File: config.mk
export PLATFORM = sky130hd
export DESIGN_NAME = perf_monitor_mlane
export DESIGN_NICKNAME = d
export VERILOG_FILES = /design/src/rtl/perf_mon_pkg.sv /design/src/rtl/perf_sat_counter.sv /design/src/rtl/perf_monitor_mlane.sv
export SDC_FILE = /design/constraint.sdc
export NUM_CORES = 1
export LEC_CHECK = 0
export CAP_MARGIN = 20
export CORE_MARGIN = 2
export CORE_UTILIZATION = 30
export CTS_CLUSTER_SIZE = 12
export DETAILED_ROUTE_END_ITERATION = 8
export GPL_TIMING_DRIVEN = 0
export SLEW_MARGIN = 0
export SYNTH_ARGS = -nofsm -noshare
export SYNTH_HDL_FRONTEND = slang
export SYNTH_SLANG_ARGS = --single-unit
File: constraint.sdc
create_clock -name clk -period 3.9 [get_ports clk]
set_input_delay 0.39 -clock clk [delete_from_list [all_inputs] [get_ports clk]]
set_output_delay 0.39 -clock clk [all_outputs]
set_load 0.02 [all_outputs]
File: src/rtl/perf_mon_pkg.sv
// perf_mon_pkg: shared types, FSM encoding and lane popcount for perf_monitor_mlane
package perf_mon_pkg;
  localparam int PM_CNT_W = 32;
  localparam int PM_WIN_W = 16;
  localparam int PM_MAX_LANES = 8;
  typedef logic [PM_CNT_W-1:0] cnt_t;
  typedef logic [PM_WIN_W-1:0] win_t;
  typedef enum logic {WARMUP, RUN} pm_state_e;
  function automatic logic [3:0] popcount_lanes(input logic [PM_MAX_LANES-1:0] v);
    logic [3:0] n;
    n = '0;
    for (int i = 0; i < PM_MAX_LANES; i++) n += 4'(v[i]);
    return n;
  endfunction
endpackage

File: src/rtl/perf_sat_counter.sv
// perf_sat_counter: clearable accumulator (clk, rst, clr, en, add -> q, nxt); saturates when PERF_MON_SATURATE_EN is defined, else wraps
module perf_sat_counter #(
  parameter int W = 32,
  parameter int IW = 4
) (
  input  logic          clk,
  input  logic          rst,
  input  logic          clr,
  input  logic          en,
  input  logic [IW-1:0] add,
  output logic [W-1:0]  q,
  output logic [W-1:0]  nxt
);
`ifdef PERF_MON_SATURATE_EN
  logic [W:0] sum;
  assign sum = {1'b0, q} + (W+1)'(add);
  assign nxt = sum[W] ? '1 : sum[W-1:0];
`else
  assign nxt = q + W'(add);
`endif
  always_ff @(posedge clk) q <= (rst || clr) ? '0 : (en ? nxt : q);
endmodule

File: src/rtl/perf_monitor_mlane.sv
// perf_monitor_mlane: multi-lane sample/hit/triangle/cycle monitor with snapshot handshake and windowed report; PERF_MON_SATURATE_EN selects saturating counters
module perf_monitor_mlane import perf_mon_pkg::*; #(
  parameter int SIGFIG = 24,
  parameter int VERTS = 3,
  parameter int AXIS = 3,
  parameter int LANES = 2,
  parameter int PIPE_DEPTH = 3,
  parameter int CNT_W = $bits(cnt_t),
  parameter int WIN_W = $bits(win_t)
) (
  input  logic                                        clk,
  input  logic                                        rst,
  input  logic signed [VERTS-1:0][AXIS-1:0][SIGFIG-1:0] tri_R16S,
  input  logic [LANES-1:0]                            validSamp_R16H,
  input  logic [LANES-1:0]                            hit_valid_RnnH,
  input  logic                                        clr,
  input  logic [WIN_W-1:0]                            win_len,
  input  logic                                        snap_req,
  input  logic                                        snap_ack,
  output logic                                        snap_valid,
  output logic [CNT_W-1:0]                            snap_samples,
  output logic [CNT_W-1:0]                            snap_hits,
  output logic [CNT_W-1:0]                            snap_tris,
  output logic [CNT_W-1:0]                            snap_cycles,
  output logic                                        win_valid,
  output logic [WIN_W-1:0]                            win_samples,
  output logic [WIN_W-1:0]                            win_hits,
  output logic                                        running
);
  localparam int WC_W = $clog2(PIPE_DEPTH + 2);
  pm_state_e state, state_n;
  logic [WC_W-1:0] wcnt;
  logic [PIPE_DEPTH-1:0][LANES-1:0] vd;
  logic [PIPE_DEPTH:0][VERTS-1:0][AXIS-1:0][SIGFIG-1:0] td;
  logic run, tri_chg, win_end, snap_take, win_clr;
  logic [3:0] n_samp, n_hit;
  logic [CNT_W-1:0] samples, hits, tris, cycles;
  logic [CNT_W-1:0] tot_nxt_unused [4];
  logic [WIN_W-1:0] ws, wh, ws_nxt, wh_nxt, win_cnt, wc_nxt_unused;
  always_ff @(posedge clk) begin
    state <= rst ? WARMUP : state_n;
    wcnt <= rst ? '0 : (state == WARMUP ? wcnt + WC_W'(1) : wcnt);
  end
  always_comb state_n = (state == WARMUP && wcnt == WC_W'(PIPE_DEPTH)) ? RUN : state;
  always_ff @(posedge clk) begin
    vd[0] <= validSamp_R16H;
    td[0] <= tri_R16S;
    for (int i = 1; i < PIPE_DEPTH; i++) vd[i] <= vd[i-1];
    for (int i = 1; i <= PIPE_DEPTH; i++) td[i] <= td[i-1];
  end
  assign run = state == RUN;
  assign running = run;
  assign n_samp = popcount_lanes(PM_MAX_LANES'(vd[PIPE_DEPTH-1]));
  assign n_hit = popcount_lanes(PM_MAX_LANES'(vd[PIPE_DEPTH-1] & hit_valid_RnnH));
  assign tri_chg = td[PIPE_DEPTH-1] != td[PIPE_DEPTH];
  assign win_end = run && win_len != '0 && win_cnt >= win_len - WIN_W'(1);
  assign win_clr = clr || win_end;
  assign snap_take = snap_req && (!snap_valid || snap_ack);
  perf_sat_counter #(.W(CNT_W), .IW(4)) u_samples (.clk, .rst, .clr, .en(run), .add(n_samp), .q(samples), .nxt(tot_nxt_unused[0]));
  perf_sat_counter #(.W(CNT_W), .IW(4)) u_hits (.clk, .rst, .clr, .en(run), .add(n_hit), .q(hits), .nxt(tot_nxt_unused[1]));
  perf_sat_counter #(.W(CNT_W), .IW(1)) u_tris (.clk, .rst, .clr, .en(run), .add(tri_chg), .q(tris), .nxt(tot_nxt_unused[2]));
  perf_sat_counter #(.W(CNT_W), .IW(1)) u_cycles (.clk, .rst, .clr, .en(run), .add(1'b1), .q(cycles), .nxt(tot_nxt_unused[3]));
  perf_sat_counter #(.W(WIN_W), .IW(4)) u_win_samples (.clk, .rst, .clr(win_clr), .en(run), .add(n_samp), .q(ws), .nxt(ws_nxt));
  perf_sat_counter #(.W(WIN_W), .IW(4)) u_win_hits (.clk, .rst, .clr(win_clr), .en(run), .add(n_hit), .q(wh), .nxt(wh_nxt));
  perf_sat_counter #(.W(WIN_W), .IW(1)) u_win_cnt (.clk, .rst, .clr(win_clr), .en(run), .add(1'b1), .q(win_cnt), .nxt(wc_nxt_unused));
  always_ff @(posedge clk) begin
    if (rst) begin
      snap_valid <= 1'b0;
      {snap_samples, snap_hits, snap_tris, snap_cycles} <= '0;
      win_valid <= 1'b0;
      {win_samples, win_hits} <= '0;
    end else begin
      snap_valid <= snap_take || (snap_valid && !snap_ack);
      if (snap_take) {snap_samples, snap_hits, snap_tris, snap_cycles} <= {samples, hits, tris, cycles};
      win_valid <= win_end;
      if (win_end) {win_samples, win_hits} <= {ws_nxt, wh_nxt};
    end
  end
endmodule

# Word level (Yosys, flattened, before mapping)
# Cells that the tools add are included.
[totals]
reg_bits = 1212
n_memories = 0
input_bits = 241
latch_bits = 0
rom_bits = 0
wordCells = 91
mem_bits_rw = 0
[op_classes]
reduce_logical = 13
shifts = 0
n_bitwise = 2
div_mod_pow = 0
n_eq_ne = 2
multipliers = 0
n_lt_le_gt_ge = 1
add_sub_neg = 17
muxes = 0
[ops]
columns = ["op", "n"]
rows = [
  ["216-bit inequality test", 1],
  ["32-bit by 1-bit adder with 32-bit output", 1],
  ["32-bit by 1-bit adder with 32-bit output (second input constant)", 1],
  ["32-bit by 2-bit adder with 32-bit output", 1],
  ["32-bit by 4-bit adder with 32-bit output", 1],
  ["16-bit by 1-bit adder with 16-bit output (second input constant)", 1],
  ["16-bit by 2-bit adder with 16-bit output", 1],
  ["16-bit by 4-bit adder with 16-bit output", 1],
  ["4-bit by 1-bit adder with 4-bit output (second input constant)", 4],
  ["16-bit >= comparator", 1],
  ["16-bit nonzero test", 1],
  ["16-bit by 1-bit subtractor with 16-bit output (second input constant)", 1],
  ["1-bit logical AND", 5],
  ["1-bit logical OR", 5],
  ["1-bit by 1-bit adder with 2-bit output", 2],
  ["3-bit by 1-bit adder with 4-bit output (second input constant)", 1],
  ["2-bit by 1-bit adder with 3-bit output (second input constant)", 1],
  ["3-bit by 1-bit adder with 3-bit output (second input constant)", 1],
  ["3-bit by 2-bit equality test with 1-bit output (second input constant)", 1],
  ["2-bit AND", 1],
  ["1-bit logical NOT", 2],
  ["1-bit inverter", 1],
]

# Depth between registers and ports, before layout
# Gate-level depths: netlist of run 1.
[logic_depth]
ltp_word = 9
mapped_depth = 15
mapped_depth_nobuf = 14

# By module
# From an unflattened synthesis of run 1, not the netlist that was laid out.
[unflattened]
hier_cells = 3437
hier_area_um2 = 38318.0
[by_module_without_submodules]
columns = ["mod", "n_inst", "cells_each", "area_each_um2", "seq_area_each_um2"]
rows = [
  ["perf_monitor_mlane", 1, 1969, 26454.1, 20739.9],
  ["perf_sat_counter at u_cycles ...", 2, 266, 2190.9, 640.6],
  ["perf_sat_counter at u_hits ...", 2, 268, 2125.8, 640.6],
  ["perf_sat_counter at u_win_hits ...", 2, 139, 1112.3, 320.3],
  ["perf_sat_counter at u_win_cnt", 1, 122, 1006.0, 320.3],
]

# Least setup slack after synthesis of run 1
# OpenSTA, ideal clock, no wires.
[synth_timing]
path_type = "input to register"
startpoint = "input win_len[0]"
endpoint = "register win_samples[11]"
setup_time_ps = 86
slack_ps = 498
cell_stages = 15
required_time_ps = 3814
n_path_buf = 2
t_arrival_ps = 3317
cell_sequence = "inv_1 ha_1 or4b_4 nor4b_4 nand2_1 xor2_1 ha_1 and4_1 nand3_1 a21o_1 o2bb2ai_1 buf_2 buf_2 nor2_1 a211oi_1"
[synth_via]
elab_chain_cells = 3
elab_cells_between_ends = 5
[synth_lines]
columns = ["item", "line_no", "rtl"]
rows = [
  ["start, declared", "perf_monitor_mlane.sv:17", "input logic [WIN_W-1:0] win_len,"],
  ["16-bit by 1-bit subtractor with 16-bit output or 16-bit nonzero test (tied branches)", "perf_monitor_mlane.sv:56", "assign win_end = run && win_len != '0 && win_cnt >= win_len - WIN_W'(1);"],
  ["16-bit >= comparator or 1-bit logical AND (tied branches)", "perf_monitor_mlane.sv:56", ""],
  ["1-bit logical AND (*)", "perf_monitor_mlane.sv:56", ""],
  ["end signal, assigned", "perf_monitor_mlane.sv:76", "if (win_end) {win_samples, win_hits} <= {ws_nxt, wh_nxt};"],
  ["end, declared", "perf_monitor_mlane.sv:26", "output logic [WIN_W-1:0] win_samples,"],
]
# Mark *: on every way between the ends. The rest lies on a longest branch, timed or not.
# A chain may end at the register's enable or synchronous reset.

# Worst setup path in the final report of run 1
[layout_timing]
startpoint = "input win_len[0]"
endpoint = "register win_samples[12]"
# The elaborated chain is that of the path after synthesis.

==> flow_summary.yaml, run 1 <==
sta:
  rsz0062_at_grt: "false"
  finalCriticalPeriod_ns: 3.71
  finClkSkew_ns: 0.0516
  relSlewSlack_pct: 27.4
  worst_slack_ns: 0.189
  slew_viol_final: 0
  min_period_over_period_pct: 95.2
  setup_tns_ns: 0
  hold_viol_final: 0
  setup_viol: 0
  fmax_mhz: 269
  tightest_slew_ns: 1.08
clocking:
  clk_latency_ns: 0.71
  post_cts_buffers: 0
  numCtsBuffers: 121
  htree_levels: 3
  clk_pin_slew_worst_paths_ns: 0.06
  clockBufferDepth: 3
  ctsRootBufferMaster: "clkbuf_16"
  cts_sinks: 1212
  tritoncts: "built"
cells_and_area:
  area_growth_pct: 28.2
  num-nets-final: 3685
  drive_above_1_share_pct: 5.40
  layout_common_cells: "dfxtp_1, clkdlybuf4s50_1, nand2_1, nor2_1, xor2_1"
  final_common_cell: "dfxtp_1"
floorplanning:
  die_area_mm2: 0.116
  dieWidth_um: 341
  start_util_pct: 30.3
  rows: 123
  num_io_pins: 404
  core_mm2: 0.113
  die_height_um: 341
worst_setup_path:
  startpoint_type: "input pin"
  crit_fanout: 10
  path_delay_family: "simple AND/OR/NAND/NOR gates"
  rr_worst_depth: 11
  crit_buf_inv: 4
  cpMostUsedCell: "ha_1"
  cpMaxStageDelayCell: "or4b_4"
  reg2reg_from: "vd[5]$_DFF_P_"
  r2r-end: "u_hits.q[14]$_SDFFE_PP0P_"
  crit_path_max_incr_delay_ns: 0.49
  r2r_slack_ns: 0.43
  crit_chain: "clkdlybuf4s50_1 > inv_1 > ha_1 > or4b_4 > nor4b_4 > nand2_1 > xor2_1 > ha_1 > and4_1 > nand3_1 > a21o_1 > o2bb2ai_1 > clkbuf_4 > buf_2 > nor2_1 > a211oi_1"
  required_ns: 4.49
  critPathKind: "in -> reg"
  endpoint_kind: "flop"
  critPathArrivalTime_ns: 4.30
min_path:
  hold_class: "in -> reg"
  worstHoldEndpoint: "td[111]$_DFF_P_"
  worstHoldPathCells: 1
  hp-start: "tri_R16S[111]"
synthesis:
  ys.flop_type: "dfxtp_1"
  synthesis.nets: 3157
  syn_avg_cell_area_um2: 11.9
  synth_top_area_cell: "dfxtp_1"
  yosysSeqAreaShare_pct: 71.1
  synthesis.area_mm2: 0.0341
  synthArstFlopShare_pct: 0
  yosysTopAreaCellShare_pct: 71.1
  synth_cells: 2879
  yosys_warnings: 0
  synthTopCellsByArea: "dfxtp_1, xor2_1, xnor2_1"
  synth_cell_types: 50
  ys_seq_elements: 1212
  synth_edf_count: 0
drt:
  num_vias: 20500
  post_drt_wl_per_cell_um: 14.2
  dr.pass1.iters: 6
  drc: 0
  via_per_inst: 4.14
  drt_iter0_drc: 853
  postRouteAntennaNets: 0
  finalWirelength_mm: 70.4
grt:
  grt_pass1_vias: 20000
  grtUsageTotal_pct: 11.9
  grt_overflow: 0
  antenna_found_initial: 11
  grt_pass1_wl_mm: 109
  grt_max_degree: 21
power:
  p_leak_nw: 16.2
  ir_drop_mv: 0.464
  power_mw: 24.5
  power_density_mw_per_mm2: 560
placement:
  hpwlAfterDp_mm: 51.7
  gp_congestion: 0.833
  port_buffers: 402
  pre_cts_ws_ns: -0.555
status:
  outcome: "finished clean"
flow_run:
  drv_cap: 0
[sequential cells by signal (all words and copies together), names as in the netlist]
signal           count
u_tris.q            32
snap_samples        32
wcnt                 3
win_samples         16
vd                   6
snap_tris           32
u_cycles.q          32
running              1
snap_cycles         32
snap_valid           1
u_win_hits.q        16
snap_hits           32
u_samples.q         32
u_win_samples.q     16
u_hits.q            32
u_win_cnt.q         16
win_valid            1
td                 864
win_hits            16
[report_power, final]
group          internal (mW)  switching [mW]  total [mW]
clock network           6.11            4.56        10.7
logic                  0.405           0.356       0.761
registers               12.9           0.182        13.1
total                   19.4            5.10        24.5
[per-layer routing]
layer	track usage [%]	wire length, um
met4	4.01	1800
met2	19.3	31900
met5	0	69
met1	14.9	30900
met3	3.86	5750
[worst max-delay path by stage]
stage | start | end | slack (ns) | cells past startpoint
2_1_floorplan | win_len[0] | win_samples[11]$_SDFFE_PP0P_ | 0.50 | 15
3_3_place_gp | td[567]$_DFF_P_ | u_tris.q[28]$_SDFFE_PP0P_ | -0.74 | 14
3_5_place_dp | win_len[0] | win_samples[12]$_SDFFE_PP0P_ | -0.56 | 16
4_1_cts | td[672]$_DFF_P_ | u_tris.q[24]$_SDFFE_PP0P_ | 0.04 | 14
5_1_grt | win_len[0] | win_samples[5]$_SDFFE_PP0P_ | 0.007 | 15
6_report | win_len[0] | win_samples[12]$_SDFFE_PP0P_ | 0.19 | 16
[cells by family after synthesis]
group,share of synthesized area [%]
AO/OA/AOI/OAI,3.75
XOR/XNOR,9.98
adder cells (fa/ha/maj),1.44
buffers and inverters,1.57
flip-flops,71.1
multiplexers,0.440
AND/OR/NAND/NOR,11.7
[layout make-up]
class	count	area (um2)
fillers	10900	68900
diodes	2	5.00
flip-flops and latches	1212	24300
plain buffers	89	359
clock buffers	151	3250
well taps	1500	1880
inverters	48	180
clock inverters	27	418
repair buffers	405	4040
multi-input cells	1530	9360
[through the flow]
step                      hold WS (ns)  instances  area [um2]  utilization, %
final                            0.123       4964       43700            38.8
after global routing            0.0579       4963       43700            38.8
after CTS                       0.0418       4962       43700            38.8
after detailed placement         0.312       4784       40000            35.5
after global placement           0.310       4781       40000            35.5
after floorplan                  0.310       2879       34100               -
[synth_stat cells, types with 2 or more instances]
cell	number
buf_2	6
or3_1	9
dfxtp_1	1212
a21o_1	2
o21ai_0	11
buf_1	7
nand2b_1	3
nor3_1	15
and2_1	8
or2_2	6
nor4_2	2
o22ai_1	7
and2_0	2
a2111oi_0	2
o221ai_1	2
nand4_1	64
xnor2_1	161
a221oi_1	3
xor2_1	228
clkbuf_1	74
nand3_1	68
and3_1	34
inv_1	48
fa_1	4
a21oi_1	149
and3b_1	3
nor4_1	46
nor2b_1	8
mux2i_1	15
nor2_1	234
buf_6	2
o2bb2ai_1	6
a22o_1	2
a221o_1	2
a22oi_1	2
a211oi_1	29
nand3b_1	2
and4_1	19
ha_1	33
nand2_1	339
[repair_timing]
item / CTS / global route
gates resized for setup: 3 / 3
setup endpoints to repair: 24 / 8
hold buffers: 0 / 0
(Power assumes the default switching activity.)
==> run 2, diff against run 1 <==
TNS_END_PERCENT = 30   (was default)
==> results of run 2 <==
The final DEF is identical to that of run 1; final timing and power are the same.
